### config.mk
export PLATFORM = sky130hd
export DESIGN_NAME = csa_accumulator
export DESIGN_NICKNAME = d
export VERILOG_FILES = /design/src/rtl/csa_acc_pkg.sv /design/src/rtl/csa_row.sv /design/src/rtl/csa_accumulator.sv
export SDC_FILE = /design/constraint.sdc
export NUM_CORES = 2
export LEC_CHECK = 0
export BUFFER_PORTS_ARGS = -buffer_cell sky130_fd_sc_hd__clkbuf_2
export CAP_MARGIN = 20
export CORE_MARGIN = 8
export CORE_UTILIZATION = 45
export DETAILED_ROUTE_END_ITERATION = 8
export PLACE_DENSITY_LB_ADDON = 0.12
export SLEW_MARGIN = 10
export SYNTH_ARGS = -nofsm -noshare
export SYNTH_HDL_FRONTEND = slang
export SYNTH_SLANG_ARGS = --single-unit
### constraint.sdc
create_clock -name clk -period 5.61 [get_ports clk]
set_input_delay 1.122 -clock clk [delete_from_list [all_inputs] [get_ports clk]]
set_output_delay 1.122 -clock clk [all_outputs]
set_load 0.005 [all_outputs]
### src/rtl/csa_acc_pkg.sv
// Shared types and sizing helpers for the carry-save accumulator.
package csa_acc_pkg;

    // Accumulator width for the default configuration (IN_W=128, GUARD=8).
    localparam int unsigned ACC_W = 128 + 8;

    typedef enum logic [1:0] {
        ACC,
        RESOLVE,
        DONE
    } acc_state_t;

    function automatic int unsigned calc_nchunk(input int unsigned width, input int unsigned chunk);
        return (width + chunk - 1) / chunk;
    endfunction

endpackage

### src/rtl/csa_row.sv
// 3:2 carry-save compressor row: bitwise sum plus majority carry shifted up one bit.
module csa_row #(
    parameter int unsigned W = 136
) (
    input  logic [W-1:0] a,
    input  logic [W-1:0] b,
    input  logic [W-1:0] c,
    output logic [W-1:0] sum,
    output logic [W-1:0] carry
);

    logic [W-1:0] maj;

    assign sum   = a ^ b ^ c;
    assign maj   = (a & b) | (a & c) | (b & c);
    // Top majority bit falls off: the accumulation is modulo 2^W.
    assign carry = {maj[W-2:0], 1'b0};

endmodule

### src/rtl/csa_accumulator.sv
// Carry-save accumulator: redundant accumulation per beat, then a chunked
// multi-cycle carry-propagate add resolves the result under valid/ready.
module csa_accumulator
    import csa_acc_pkg::*;
#(
    parameter int unsigned IN_W      = 128,
    parameter int unsigned NUM_IN    = 2,
    parameter int unsigned GUARD     = 8,
    parameter int unsigned CPA_CHUNK = 32
) (
    input  logic                     clk,
    input  logic                     reset,
    input  logic                     in_valid,
    output logic                     in_ready,
    input  logic [NUM_IN*IN_W-1:0]   in_data,
    input  logic                     in_last,
    output logic                     out_valid,
    input  logic                     out_ready,
    output logic [IN_W+GUARD-1:0]    out_data
);

    localparam int unsigned AW   = IN_W + GUARD;
    localparam int unsigned NCH  = calc_nchunk(AW, CPA_CHUNK);
    localparam int unsigned PW   = NCH * CPA_CHUNK;
    localparam int unsigned CW   = (NCH > 1) ? $clog2(NCH) : 1;

    acc_state_t state_q, state_d;

    logic [AW-1:0]        s_q, c_q;
    logic [CW-1:0]        cnt_q;
    logic                 cin_q;
    logic [AW-1:0]        out_q;

    logic [AW-1:0]        row_s [NUM_IN+1];
    logic [AW-1:0]        row_c [NUM_IN+1];

    logic [PW-1:0]        s_pad, c_pad;
    logic [CPA_CHUNK-1:0] s_chunk, c_chunk;
    logic [CPA_CHUNK:0]   chunk_sum;
    logic                 last_chunk;

    // Chained compressor rows fold every operand of a beat into (S, C).
    assign row_s[0] = s_q;
    assign row_c[0] = c_q;

    for (genvar k = 0; k < NUM_IN; k++) begin : g_rows
        csa_row #(.W(AW)) u_row (
            .a     (row_s[k]),
            .b     (row_c[k]),
            .c     (AW'(in_data[k*IN_W +: IN_W])),
            .sum   (row_s[k+1]),
            .carry (row_c[k+1])
        );
    end

    assign in_ready   = (state_q == ACC);
    assign out_valid  = (state_q == DONE);
    assign out_data   = out_q;
    assign last_chunk = (cnt_q == CW'(NCH - 1));

    always_comb begin
        s_pad     = PW'(s_q);
        c_pad     = PW'(c_q);
        s_chunk   = s_pad[32'(cnt_q) * CPA_CHUNK +: CPA_CHUNK];
        c_chunk   = c_pad[32'(cnt_q) * CPA_CHUNK +: CPA_CHUNK];
        chunk_sum = {1'b0, s_chunk} + {1'b0, c_chunk} + (CPA_CHUNK + 1)'(cin_q);
    end

    always_comb begin
        state_d = state_q;
        unique case (state_q)
            ACC:     if (in_valid && in_last) state_d = RESOLVE;
            RESOLVE: if (last_chunk)          state_d = DONE;
            DONE:    if (out_ready)           state_d = ACC;
            default:                          state_d = ACC;
        endcase
    end

    always_ff @(posedge clk) begin
        if (reset) state_q <= ACC;
        else       state_q <= state_d;
    end

    always_ff @(posedge clk) begin
        if (reset) begin
            s_q   <= '0;
            c_q   <= '0;
            cnt_q <= '0;
            cin_q <= 1'b0;
            out_q <= '0;
        end else begin
            unique case (state_q)
                ACC: begin
                    if (in_valid) begin
                        s_q <= row_s[NUM_IN];
                        c_q <= row_c[NUM_IN];
                        if (in_last) begin
                            cnt_q <= '0;
                            cin_q <= 1'b0;
                        end
                    end
                end
                RESOLVE: begin
                    // Bits past AW in the top chunk, and its carry-out, are simply never stored.
                    for (int unsigned i = 0; i < AW; i++) begin
                        if ((i / CPA_CHUNK) == 32'(cnt_q))
                            out_q[i] <= chunk_sum[i % CPA_CHUNK];
                    end
                    cin_q <= chunk_sum[CPA_CHUNK];
                    cnt_q <= cnt_q + 1'b1;
                end
                DONE: begin
                    if (out_ready) begin
                        s_q <= '0;
                        c_q <= '0;
                    end
                end
                default: ;
            endcase
        end
    end

endmodule

# After elaboration in Yosys (flattened, before gate mapping)
# Index checks and enable logic that the tools add are counted.
[word_totals]
out_inout_bits = 138
input_bits = 261
word_cells = 69
reg_bits = 414
[op_classes]
shifts = 2
eq_ne = 12
add_sub_neg = 3
mux = 15
bitwise_logic = 14
n_reduce_logical = 13
[ops]
columns = ["operator", "count"]
rows = [
  ["136-bit case mux with 2 select lines", 2],
  ["135-bit by 128-bit bitwise AND with 135-bit output", 4],
  ["135-bit OR", 4],
  ["136-bit 2-to-1 mux", 3],
  ["160-bit by 9-bit variable part select with 32-bit output", 2],
  ["136-bit by 128-bit bitwise XOR with 136-bit output", 2],
  ["136-bit bitwise XOR", 2],
  ["135-bit bitwise AND", 2],
  ["32-bit by 32-bit adder with 33-bit output", 1],
  ["33-bit by 1-bit adder with 33-bit output", 1],
  ["2-bit AND reduction", 5],
  ["3-bit AND reduction", 3],
  ["2-bit by 3-bit equality test with 1-bit output (first input constant)", 2],
  ["2-bit 2-to-1 mux", 3],
  ["3-bit 2-to-1 mux", 2],
  ["2-bit by 1-bit inequality test with 1-bit output (second input constant)", 3],
  ["2-bit case mux with 3 select lines", 1],
  ["3-bit case mux with 2 select lines", 1],
  ["2-bit inequality test (second input constant)", 2],
  ["2-bit nonzero test", 2],
  ["3-bit by 1-bit adder with 3-bit output (second input constant)", 1],
  ["1-bit by 3-bit equality test with 1-bit output (first input constant)", 1],
  ["3-bit equality test (first input constant)", 1],
  ["3-bit equality test (second input constant)", 1],
  ["other kinds (7)", 8],
]

# Logic depth before layout (Yosys ltp)
[logic_depth]
ltp_word = 8
depth_mapped = 18
ltp_nobuf = 14

# By module
# A second synthesis with hierarchy kept.
[hier_totals]
hier_cells = 2250
area_unflattened_um2 = 23578.9
[modules_own_cells]
columns = ["mod", "area_each_um2", "seq_area_each_um2", "cells_per_inst", "n_inst"]
rows = [
  ["csa_accumulator", 18103.6, 8287.9, 1974, 1],
  ["csa_row", 2737.6, 0.0, 138, 2],
]

# Worst setup path before layout
# OpenSTA, ideal clock, no wires.
[synth_path]
kind = "flip-flop to flip-flop"
from = "reg cnt_q[0]"
to = "reg out_q[118], in the netlist out_data[118]"
stages_incl_launch_ff = 19
setup_time_ns = 0.074
required_ns = 5.536
arrival_time_ns = 4.131
period_less_slack_ns = 4.206
path_slack_ns = 1.404
n_path_buf = 4
cell_sequence = "dfxtp_1 -> clkbuf_1 -> clkbuf_1 -> clkbuf_1 -> inv_1 -> nor2_1 -> a31oi_1 -> o21ai_0 -> fa_1 -> inv_1 -> fa_1 -> nor2b_1 -> o2111ai_1 -> a211o_1 -> a31o_2 -> or2_1 -> buf_6 -> or3_1 -> a31oi_1"
[synth_between]
elab_chain_cells = 3
word_cells_on_any_way = 6
cone_classes = "add/sub: 2; eq/ne: 1; shift: 2; reduce/logical: 1"
[synth_rtl]
columns = ["item", "line_no", "source"]
rows = [
  ["start, declared", "csa_accumulator.sv:30", "logic [CW-1:0] cnt_q;"],
  ["start signal, assigned", "csa_accumulator.sv:110", "cnt_q <= cnt_q + 1'b1;"],
  ["160-bit by 9-bit variable part select with 32-bit output (on tied branches)", "csa_accumulator.sv:64, csa_accumulator.sv:65", ""],
  ["32-bit by 32-bit adder with 33-bit output", "csa_accumulator.sv:66", "chunk_sum = {1'b0, s_chunk} + {1'b0, c_chunk} + (CPA_CHUNK + 1)'(cin_q);"],
  ["33-bit by 1-bit adder with 33-bit output", "csa_accumulator.sv:66", ""],
  ["end signal, assigned by index", "csa_accumulator.sv:107", "out_q[i] <= chunk_sum[i % CPA_CHUNK];"],
  ["end, declared", "csa_accumulator.sv:32", "logic [AW-1:0] out_q;"],
]
# Several ways; a longest one is shown, not always the timed one.
# A chain may end at the register's enable or synchronous reset.

# Worst setup path after layout
[layout_path]
from = "reg cnt_q[1]"
to = "reg out_q[62], in the netlist out_data[62]"
# Same word-level chain as after synthesis.

==> results.cfg <==
[logic_synthesis]
synthFlopType = dfxtp_1
synthXorXnorAreaFrac_pct = 0.7151
ys_seq_elements = 413
synth_edf_count = 0
ys_warn_count = 0
syn_area_um2 = 23270
synth_top_family_by_area = adder cells
syn_nets = 2824
synth_compound_area_share_pct = 17.01
synth_adder_area_share_pct = 24.82
avgSynthCellArea_um2 = 10.32
yosysUniqueCellTypes = 65
synth.yosys.seq_area_share_pct = 35.53
yosys.area_share.simple_pct = 12.44
muxShareOfSynthArea_pct = 6.173
synth_cells = 2255
postSynth.asyncResetShare_pct = 0

[final_layout]
multi_input_comb_area_um2 = 14240
final_util_pct = 53.21
nNetsFinal = 3113
fin_cells = 3260
area_growth_pct = 17.06
drive_gt1_share_pct = 21.90
regArea_um2 = 8275
fillCellCount = 4591

[setup_path]
worst-setup-path-type = reg -> reg
worst_path_most_repeated_cell = o21ai_0
crit_fanout = 41
rrSetupSlack_ps = 1040
critPathLaunchType = register
r2r_start = cnt_q[1]
cp.required_ps = 6040
crit_slowest_cell = dfxtp_4
cp.arrival_ps = 5000
r2r-end = out_data[62]
ff2ff_path_depth = 11
crit_path_cell_trace = buf_12 -> mux4_2 -> and2_1 -> ha_1 -> a21oi_1 -> o21ai_0 -> a2111oi_1 -> or3_1 -> nand4_1 -> nor3_1 -> o21ai_0
slowest_delay_ps = 810
endpoint_kind = register

[power_and_ir_drop]
seqPwrFrac_pct = 39.5
pwr_density_cell_nw_per_um2 = 329.5
p_int_mw = 6.095
power.switching_mw = 2.882
p_comb_share_pct = 26.1
power_frac_clock_pct = 34.4
swShare_pct = 32.11
vdd_drop_max_mv = 0.2107
leakagePower_nw = 11.30

[drt]
drt_iter0_drc = 1743
routed_wl_um = 75960
route.detailed.drc = 0
ant_nets = 0
via_count = 18780
vias_per_cell = 5.760
first_pass_iters = 6
routedWlPerCell_um = 23.30

[sta]
drv_slew = 0
fmax_mhz = 218.8
fin_tns_setup_ps = 0
worst_pin_slew_ps = 1116
finClkSkew_ps = 19.78
slew_headroom_pct = 25.40
fin_crit_ps = 4570
rsz0062_at_grt = false
finalSetupViolations = 0
timing.final.crit_share_pct = 81.47
finalHoldViolations = 0

[cts]
cts_hold_buf = 0
cts.sinks = 413
post_cts_buffers = 0
htreeDepth = 2
clockBufferDepth = 3
cts-resized-gates = 0
clock_latency_ps = 590
path_clk_slew_ps = 60
numCtsBuffers = 46
cts-root-buf = clkbuf_16
cts_tree = yes

[worst_hold_path]
hold_depth = 2
whs_endpoint = out_data[119]
hold_class = reg -> reg
holdCritStartpoint = out_data[119]

[placement]
portBuffers = 398
gp_congestion = 0.9009
hpwl_um = 57180
placed_cells = 3176

[floorplan]
die_x_um = 243.4
core_um2 = 51200
row_count = 83
dieArea_um2 = 59240
initial_core_util_pct = 45.45
dieHeight_um = 243.4
io_pins = 399

[global_route]
antenna_found_initial = 16
grt_usage_pct = 24.96
overflow = 0
grt_pass1_wl_um = 116300
grt_pass1_vias = 19070
grt_max_degree = 168

[run_status]
outcome = finished clean

[flow_run]
cap_viol_max_count = 0
power by group through the flow:
stage	Clock [mW]	Sequential (mW)	Combinational [mW]
after floorplan	0	3.47	1.65
after global placement	0	3.60	2.28
after detailed placement	0	3.60	2.34
after CTS	3.16	3.54	2.37
after global routing	3.28	3.58	2.67
final	3.09	3.54	2.35
state kept, by name (all words and copies together), names as in the netlist:
register / cells
c_q: 135
cin_q: 1
cnt_q: 3
out_data: 136
s_q: 136
state_q: 2
Yosys cell counts, drive strengths merged (11+ instances only):
| cell | n | area share (%) |
|---|---|---|
| nor2 | 311 | 5.0 |
| o21ai | 44 | 0.95 |
| nor3 | 16 | 0.34 |
| and2 | 53 | 1.4 |
| a22oi | 269 | 8.7 |
| a22o | 17 | 0.64 |
| buf | 16 | 0.31 |
| a21oi | 139 | 3.0 |
| a211oi | 21 | 0.68 |
| fa | 256 | 22 |
| ha | 52 | 2.8 |
| dfxtp | 413 | 36 |
| nand2 | 195 | 3.1 |
| xnor2 | 11 | 0.41 |
| nand3 | 27 | 0.58 |
| inv | 24 | 0.39 |
| mux4 | 61 | 5.9 |
| nand4 | 14 | 0.38 |
| clkbuf | 162 | 2.6 |
| a21o | 12 | 0.39 |
cell type report:
class / count / area share, %
timing repair buffer: 419 / 8.250
clock buffer: 68 / 5.209
inverter: 24 / 0.3307
multi-input combinational: 1640 / 52.27
sequential: 413 / 30.38
antenna: 5 / 0.04593
tap: 680 / 3.123
clock inverter: 11 / 0.3950
layout by cell type, fill, tap and decap left out, types with 6 or more instances in the layout:
cell type	synthesis	routed
a2111oi_0	7	7
a211oi_1	21	21
a21o_1	12	12
a21oi_1	139	139
a22o_1	17	17
a22oi_1	269	269
a311o_1	7	7
a31oi_1	10	10
and2_1	53	52
and3_1	7	7
buf_12	0	7
buf_4	0	14
clkbuf_1	162	8
clkbuf_16	0	50
clkbuf_2	0	397
clkbuf_8	0	10
clkinv_2	0	8
dfxtp_1	413	411
fa_1	256	256
ha_1	52	52
inv_1	24	24
mux4_2	61	61
nand2_1	195	195
nand3_1	27	27
nand3b_1	8	8
nand4_1	14	14
nor2_1	311	311
nor2b_1	6	6
nor3_1	16	16
nor4_1	10	10
o211ai_1	6	6
o21ai_0	43	43
o21bai_1	7	7
or3_1	8	8
xnor2_1	11	11
xor2_1	8	8
worst max path at each step:
stage | from | endpoint | depth (start not counted)
finish | cnt_q[1] | out_data[62] | 11
global route | cnt_q[0] | out_data[62] | 11
CTS | cnt_q[1] | out_data[62] | 11
detailed placement | cnt_q[1] | out_data[62] | 11
global placement | cnt_q[1] | out_data[126] | 11
floorplan | cnt_q[0] | out_data[118] | 18
layer usage:
metal | global-route usage [%] | wire (µm) | part of all wire (%) | vias up
met3 | 6.543 | 6288 | 8.3 | 128
met1 | 34.69 | 32890 | 43 | 9327
met4 | 7.934 | 2064 | 2.7 | 22
met2 | 37.77 | 34580 | 46 | 710
li1 | - | - | - | 8590
met5 | 0 | 131 | 0.17 | -
cells by family after synthesis:
logic type	Yosys count
xor gates and xnor gates	19
DFF	413
buffers and inverters	202
AOI/OAI and AO/OA	576
muxes	67
and+or+nand+nor	670
adders and majority gates	308
per-stage QoR:
step | setup WS, ps | total power, mW | hold WS (ps) | cell area, µm²
after floorplan | 1404 | 5.121 | 452.7 | 23270
after global placement | 1257 | 5.879 | 444.0 | 25700
after detailed placement | 1093 | 5.940 | 447.0 | 25700
after CTS | 1070 | 9.068 | 454.8 | 27230
after global routing | 814.3 | 9.521 | 475.1 | 27240
final | 1040 | 8.977 | 452.9 | 27240
worst max-delay path, delay by kind of cell, from the launching register on:
family / cells / cell delay [ps]
DFF: 1 / 810
and+or+nand+nor: 4 / 960
adders and majority gates: 1 / 350
AOI/OAI and AO/OA: 4 / 1460
buffers and inverters: 1 / 290
muxes: 1 / 520
Note: power is estimated with default switching activity, not from simulation.
